===== config.mk =====
export PLATFORM = sky130hd
export DESIGN_NAME = ch4_code_serializer
export DESIGN_NICKNAME = d
export VERILOG_FILES = /design/src/rtl/ch4_code_serializer.sv
export SDC_FILE = /design/constraint.sdc
export NUM_CORES = 1
export LEC_CHECK = 0
export ABC_AREA = 1
export ABC_CLOCK_PERIOD_IN_PS = 1960
export BUFFER_PORTS_ARGS = -buffer_cell sky130_fd_sc_hd__clkbuf_2
export CAP_MARGIN = 40
export CORE_MARGIN = 2
export CORE_UTILIZATION = 35
export CTS_CLUSTER_DIAMETER = 120
export DETAILED_ROUTE_END_ITERATION = 6
export PLACE_DENSITY = 0.62
export REMOVE_ABC_BUFFERS = 1
export SLEW_MARGIN = 10
export SYNTH_ARGS = -nofsm -noshare
export SYNTH_HDL_FRONTEND = slang
export SYNTH_SLANG_ARGS = --single-unit
export TNS_END_PERCENT = 1

===== constraint.sdc =====
create_clock -name CLK -period 1.96 [get_ports CLK]
set_input_delay 0.392 -clock CLK [delete_from_list [all_inputs] [get_ports CLK]]
set_output_delay 0.392 -clock CLK [all_outputs]
set_load 0.02 [all_outputs]

===== src/rtl/ch4_code_serializer.sv =====
// Bit-serial transmitter for the CH4 gas-alarm link: sends CODE MSB first,
// optionally repeated with idle-low gaps, under a start/busy/done/abort handshake.
module ch4_code_serializer #(
  parameter int                  CODE_LEN = 10,
  parameter logic [CODE_LEN-1:0] CODE     = 10'b1011101010,
  parameter int                  GAP      = 1,
  parameter int                  REPEAT_W = 3
) (
  input  logic                CLK,
  input  logic                RST,
  input  logic                start,
  input  logic [REPEAT_W-1:0] repeat_n,
  input  logic                abort,
  output logic                x_out,
  output logic                busy,
  output logic                frame_end,
  output logic                done
);

  localparam int BIT_W = (CODE_LEN > 1) ? $clog2(CODE_LEN) : 1;
  localparam int GAP_W = (GAP > 0) ? $clog2(GAP + 1) : 1;
  localparam logic [BIT_W-1:0] BIT_LAST = BIT_W'(CODE_LEN - 1);
  localparam logic [GAP_W-1:0] GAP_LAST = (GAP > 0) ? GAP_W'(GAP - 1) : '0;

  typedef enum logic [1:0] {
    S_IDLE,
    S_SEND,
    S_GAP
  } state_t;

  state_t              state_q, state_d;
  logic [BIT_W-1:0]    bit_q, bit_d;
  logic [GAP_W-1:0]    gap_q, gap_d;
  logic [REPEAT_W-1:0] frames_q, frames_d;
  logic                x_q, x_d;
  logic                busy_q, busy_d;
  logic                fe_q, fe_d;
  logic                done_q, done_d;

  always_ff @(posedge CLK or negedge RST) begin
    if (!RST) begin
      state_q  <= S_IDLE;
      bit_q    <= '0;
      gap_q    <= '0;
      frames_q <= '0;
      x_q      <= 1'b0;
      busy_q   <= 1'b0;
      fe_q     <= 1'b0;
      done_q   <= 1'b0;
    end else begin
      state_q  <= state_d;
      bit_q    <= bit_d;
      gap_q    <= gap_d;
      frames_q <= frames_d;
      x_q      <= x_d;
      busy_q   <= busy_d;
      fe_q     <= fe_d;
      done_q   <= done_d;
    end
  end

  always_comb begin
    state_d  = state_q;
    bit_d    = bit_q;
    gap_d    = gap_q;
    frames_d = frames_q;
    done_d   = 1'b0;
    unique case (state_q)
      S_IDLE: begin
        if (start && !abort) begin
          state_d  = S_SEND;
          bit_d    = BIT_LAST;
          frames_d = repeat_n;
        end
      end
      S_SEND: begin
        if (abort) begin
          state_d = S_IDLE;
        end else if (bit_q != '0) begin
          bit_d = bit_q - BIT_W'(1);
        end else if (GAP > 0) begin
          state_d = S_GAP;
          gap_d   = GAP_LAST;
        end else if (frames_q != '0) begin
          frames_d = frames_q - REPEAT_W'(1);
          bit_d    = BIT_LAST;
        end else begin
          state_d = S_IDLE;
          done_d  = 1'b1;
        end
      end
      S_GAP: begin
        if (abort) begin
          state_d = S_IDLE;
        end else if (gap_q != '0) begin
          gap_d = gap_q - GAP_W'(1);
        end else if (frames_q != '0) begin
          frames_d = frames_q - REPEAT_W'(1);
          bit_d    = BIT_LAST;
          state_d  = S_SEND;
        end else begin
          state_d = S_IDLE;
          done_d  = 1'b1;
        end
      end
      default: state_d = S_IDLE;
    endcase

    // Outputs are decoded from the next state so they land in flops.
    x_d    = (state_d == S_SEND) ? CODE[bit_d] : 1'b0;
    busy_d = (state_d != S_IDLE);
    fe_d   = (state_d == S_SEND) && (bit_d == '0);
  end

  assign x_out     = x_q;
  assign busy      = busy_q;
  assign frame_end = fe_q;
  assign done      = done_q;

endmodule


==> results.yml, run 1 <==
run_status:
  outcome: "finished, violations left"
  violations: "hold timing"
worst_setup_path:
  end_kind: "flop"
  cp.required_ps: 2160
  worstSetupPathType: "reg2reg"
  r2r_setup_slack_ps: 380
  reg2regPathDepth: 10
  setup.worst_path.end: "frame_end"
  cp-start-kind: "flop"
  worstPathMaxFanout: 5
  crit_arrival_ps: 1780
  reg2reg_from: "bit_q[0]"
  crit_path_start: "bit_q[0]"
  r2r-end: "frame_end"
sta:
  max_freq_mhz: 632
  fin_crit_sh: 0.807
  layout_min_cycle_time_ps: 1580
  fin_worst_skew_ps: 4.65
  fin_setup_tns_ps: 0
  tightest_slew_ps: 337
  finalHoldViolCount: 7
  finalSetupViolCount: 0
  relSlewSlack: 0.775
  whs_ps: -4.61
  rsz0062_at_grt: "no"
  fin_ws_ps: 378
  finalMaxSlewViolations: 0
grt:
  grt_max_degree: 14
  grtUsageTotal: 0.138
  grt-ovfl-total: 0
  first_global_vias: 595
  antenna_found_initial: 0
  grt_pass1_wl_um: 2540
synthesis:
  synth.yosys.seq_area_share: 0.426
  ys_seq_elements: 13
  synth_compound_area_frac: 0.118
  synth_area_um2: 764
  ys_types: 22
  netlist.area_leader.share: 0.426
  synth_top_cell_by_area: "dfrtp_1"
  synthCells: 97
  synth-xor-area-share: 0
  synthMuxAreaShare: 0
  synth-simple-area-share: 0.314
  synth_top_family_by_area: "simple AND/OR/NAND/NOR gates"
  syn_avg_cell_area_um2: 7.88
  synth_fa_ha_area_frac: 0.0491
  ys_warn_count: 0
  synth.area.top_cells: "dfrtp_1, nand2_1, inv_1, ha_1, o21ai_0"
routing:
  vias_per_cell: 4.72
  wl_per_cell_um: 10.6
  drt_first_pass_iters: 4
  drtIter0Drc: 11
  ant_nets: 0
  drcViolationCount: 0
  wirelength_um: 1460
  num_vias: 652
final_layout:
  final_nets: 122
  diodes: 0
  num-fill-cells: 215
  area_growth_pct: 14.4
  drive_gt1_frac: 0.270
  finalInstanceArea_um2: 875
clock_tree:
  clockRootBuffer: "clkbuf_4"
  cts_tree: "done"
  ctsResizeCount: 0
  clockBufferDepth: 2
  cts_made_buffers: 3
  cts.hold.buffers_added: 0
  clk_pin_slew_worst_paths_ps: 80
  clock-sinks: 13
  clk_latency_ps: 280
  htreeDepth: 1
  cts_setup_buffers: 0
power_and_ir_drop:
  ir_worst_vdd_v: 0.000450
  p_per_area_mw_per_mm2: 1170
  p_leak_uw: 0.000448
  power_uw: 1020
floorplan:
  die_h_um: 50.7
  die_w_um: 50.7
  start_util: 0.382
  dieArea_mm2: 0.00257
  core_area_mm2: 0.00200
  num_io_pins: 11
  rows: 16
placement:
  post-place-ws_ps: 405
  gp_congestion: 0.842
  dp.final_hpwl_um: 1090
  placed_area_um2: 848
  io_buffer_count: 10
job:
  cap_violations: 0
worst_hold_path:
  hold_path_class: "in2async"
## layout by cell type (no fill, tap or decap)
cell / instances
inv_2: 4
nor2_2: 2
nand3_1: 6
inv_1: 14
a21oi_1: 3
clkbuf_2: 10
a21oi_2: 2
ha_1: 3
o21a_1: 1
clkinv_1: 1
clkbuf_4: 3
nor3_2: 1
clkbuf_1: 1
nand3_2: 3
nand4_1: 2
nor2_4: 1
or2_4: 1
nor3_1: 1
o211ai_1: 1
nand2_1: 22
o21ai_0: 7
a22oi_1: 1
nand2_2: 3
dfrtp_1: 13
nor2_1: 5
## flip-flops by register name (all words and copies together), names as in the netlist
name / flops
bit_q: 4
frames_q: 3
state_q: 2
busy: 1
done: 1
frame_end: 1
x_out: 1
## worst max-delay path, stage by stage (launching register included)
cell and delay (ps):
dfrtp_1 380, inv_1 130, ha_1 230, inv_1 50
nor2_1 80, nand2_1 50, nand3_1 60, nand2_1 60
nor2_2 160, nand4_1 130, nor3_2 170
## routing by layer
| metal | vias to the layer above | share of wire | track usage |
|---|---|---|---|
| met5 | - | 0 | 0 |
| met4 | 0 | 0.032 | 0.0946 |
| met3 | 5 | 0.033 | 0.0298 |
| met2 | 16 | 0.45 | 0.206 |
| met1 | 293 | 0.48 | 0.177 |
| li1 | 338 | - | - |
## report_power, final
group          leakage (µW)  switching, µW  internal, µW
sequential         0.000164           51.4           348
combinational      0.000269            299           155
clock             0.0000150           86.8          79.0
## synth_stat cells
| library cell | number |
|---|---|
| nand2_1 | 22 |
| inv_1 | 14 |
| dfrtp_1 | 13 |
| o21ai_0 | 7 |
| nand3_1 | 6 |
| nor2_1 | 5 |
| inv_2 | 4 |
| a21oi_1 | 3 |
| ha_1 | 3 |
| nand2_2 | 3 |
| nand3_2 | 3 |
| a21oi_2 | 2 |
| nand4_1 | 2 |
| nor2_2 | 2 |
| a22oi_1 | 1 |
| clkinv_1 | 1 |
| nor2_4 | 1 |
| nor3_1 | 1 |
| nor3_2 | 1 |
| o211ai_1 | 1 |
| o21a_1 | 1 |
| or2_4 | 1 |
## area by class of cell
| cell class | instances | area (µm²) | area share |
|---|---|---|---|
| Clock buffer | 4 | 26.3 | 0.0300 |
| Inverter | 19 | 71.3 | 0.0815 |
| Tap cell | 27 | 33.8 | 0.0386 |
| Sequential cell | 13 | 325 | 0.372 |
| Timing Repair Buffer | 10 | 50.0 | 0.0572 |
| Multi-Input combinational cell | 65 | 368 | 0.421 |
## per-stage QoR
step / hold WS, ps / std cells / utilization
global placement: 307 / 134 / 0.424
finish: -4.61 / 138 / 0.437
floorplan: 96.4 / 97 / -
global route: 7.17 / 138 / 0.437
detailed placement: 310 / 134 / 0.424
CTS: 1.13 / 138 / 0.437
## worst min path at each step
stage,start,end,slack [ps],depth (start not counted)
after floorplan,RST,bit_q[0],100,0
after global placement,RST,frames_q[0],310,1
after detailed placement,RST,frames_q[0],310,1
after CTS,RST,frames_q[0],1,1
after global routing,RST,frames_q[0],7,1
final,RST,frames_q[0],-5,1
## logic make-up after synthesis
kind of cell / count (synthesis)
AND/OR/NAND/NOR: 47
buffers and inverters: 19
AO/OA/AOI/OAI: 15
flip-flops: 13
adder cells (fa/ha/maj): 3
Power figures use the tool's default switching activity.
==> run 2: changes to the inputs <==
--- a/config.mk
+++ b/config.mk
@@ -6,7 +6,7 @@
 export NUM_CORES = 1
 export LEC_CHECK = 0
 export ABC_AREA = 1
-export ABC_CLOCK_PERIOD_IN_PS = 1960
+export ABC_CLOCK_PERIOD_IN_PS = 1600
 export BUFFER_PORTS_ARGS = -buffer_cell sky130_fd_sc_hd__clkbuf_2
 export CAP_MARGIN = 40
 export CORE_MARGIN = 2
==> constraint.sdc (replaced) <==
create_clock -name CLK -period 1.6 [get_ports CLK]
set_input_delay 0.32 -clock CLK [delete_from_list [all_inputs] [get_ports CLK]]
set_output_delay 0.32 -clock CLK [all_outputs]
set_load 0.02 [all_outputs]
==> run 2 against run 1 <==
Sequential power up 23%. Critical endpoint unchanged. Fmax up 8.7%. The run now ends clean. Register-to-register slack got worse by 230 ps.
==> results.yml, run 2 (synthesis results as in run 1) <==
final_layout:
  multi_input_area_um2: 393
  largest_register_ffs: 4
  regArea_um2: 325
  drive_gt1_frac: 0.310
  final_nets: 124
  layout_commonest_cell: "nand2_1"
  diodes: 0
  final_cell_mix: "nand2_1, dfrtp_1, inv_1"
  largest_register: "bit_q"
  area_growth_pct: 20.0
  num-fill-cells: 202
  final_util: 0.458
  reg_top3: "bit_q x4, frames_q x3, state_q x2"
power_and_ir_drop:
  p_leak_uw: 0.000459
  ir_worst_vdd_v: 0.000638
  power_frac_comb: 0.471
  p_int_uw: 751
  p_sw_frac: 0.429
  p_switching_uw: 563
  clock_power_share: 0.155
  p_per_area_mw_per_mm2: 1430
  pwr-share-seq: 0.374
clock_tree:
  htreeDepth: 1
  clockBufferDepth: 2
  cts_tree: "done"
  clk_pin_slew_worst_paths_ps: 80
  clk_latency_ps: 270
  clockRootBuffer: "clkbuf_4"
  cts_made_buffers: 3
  clock-sinks: 13
grt:
  grtUsageMet3: 0.0268
  grt_max_degree: 14
  grt-busiest-layer: "met2"
  antenna_found_initial: 0
  grt_pass1_wl_um: 2560
  grt-ovfl-total: 0
  first_global_vias: 614
  use_met1: 0.181
  grtUsageMet2: 0.200
  grtUsageTotal: 0.133
worst_setup_path:
  cp-start-kind: "flop"
  worstSetupPathType: "reg2reg"
  worstPathMaxFanout: 5
  cp.required_ps: 1800
  crit_arrival_ps: 1660
  reg2regPathDepth: 10
  end_kind: "flop"
sta:
  relSlewSlack: 0.773
  fin_setup_tns_ps: 0
  rsz0062_at_grt: "no"
  fin_crit_sh: 0.909
  finalSetupViolCount: 0
  max_freq_mhz: 687
  finalHoldViolCount: 0
  layout_min_cycle_time_ps: 1450
  fin_worst_skew_ps: 0.538
  tightest_slew_ps: 340
  finalMaxSlewViolations: 0
run_status:
  outcome: "finished clean"
job:
  cap_violations: 0
routing:
  drt_first_pass_iters: 4
  vias_per_cell: 4.86
  drcViolationCount: 0
  wl_per_cell_um: 10.6
  num_vias: 680
  ant_nets: 0
  wirelength_um: 1490
  drtIter0Drc: 17
worst_hold_path:
  hold_path_class: "in2reg"
  hold_path_depth: 3
floorplan:
  core_area_mm2: 0.00200
  dieArea_mm2: 0.00257
  die_h_um: 50.7
  die_w_um: 50.7
  start_util: 0.382
  num_io_pins: 11
  rows: 16
placement:
  gp_congestion: 0.838
  io_buffer_count: 10
  dp.final_hpwl_um: 1090
## run 2: changes by cell type in the layout (fill, tap and decap cells not counted), sizes merged
cell,change
buf,+1
dlygate4sd3,+1
## run 2: path summary, 6_finish.rpt
check,from,to,slack [ps]
min reg2reg,frames_q[2],frames_q[2],570
max,bit_q[0],frame_end,150
max in group asynchronous,RST,bit_q[3],880
min,repeat_n[1],frames_q[1],320
min in group asynchronous,RST,done,470
max reg2reg,bit_q[0],frame_end,150
## run 2: timing repair
item,in CTS,in global routing
setup endpoints to repair,0,4
hold buffers,1,0
endpoints found under the hold margin,13,0
resized for setup,0,7
buffers inserted,0,0
## run 2: metal layers
metal,share of wire,vias to the layer above
li1,-,339
met1,0.46,320
met2,0.48,16
met3,0.026,5
met4,0.025,0
met5,0,-
## run 2: metrics by stage
step / setup WS, ps / std cells / hold WS [ps] / total power [µW] / instance area [µm²]
after floorplan: 221 / 97 / 24.4 / 917 / 764
after global placement: 69.9 / 135 / 233 / 1040 / 856
after detailed placement: 43.2 / 135 / 240 / 1050 / 856
after CTS: 9.85 / 140 / 321 / 1260 / 892
after global routing: 22.5 / 140 / 335 / 1440 / 917
final: 145 / 140 / 316 / 1310 / 917
## run 2: power groups by stage
stage          clock network (µW)  logic [µW]  registers, µW
6_report                      204         619            492
5_1_grt                       226         711            507
4_1_cts                       210         559            487
3_5_place_dp                    0         553            494
3_3_place_gp                    0         543            493
2_1_floorplan                   0         411            506
## run 2: cell type report
cell class	count	area share
clock buffer	4	0.0286
multi-input combinational	65	0.428
sequential	13	0.355
inverter	19	0.0778
timing repair buffer	12	0.0737
tap	27	0.0368
## run 2: critical path, cell delays in order, from the launching register on
cell,delay [ps]
dfrtp_1,390
inv_2,120
ha_4,160
inv_1,40
nor2_1,70
nand2_1,50
nand3_1,60
nand2_1,80
nor2_4,120
nand4_1,120
nor3_2,160
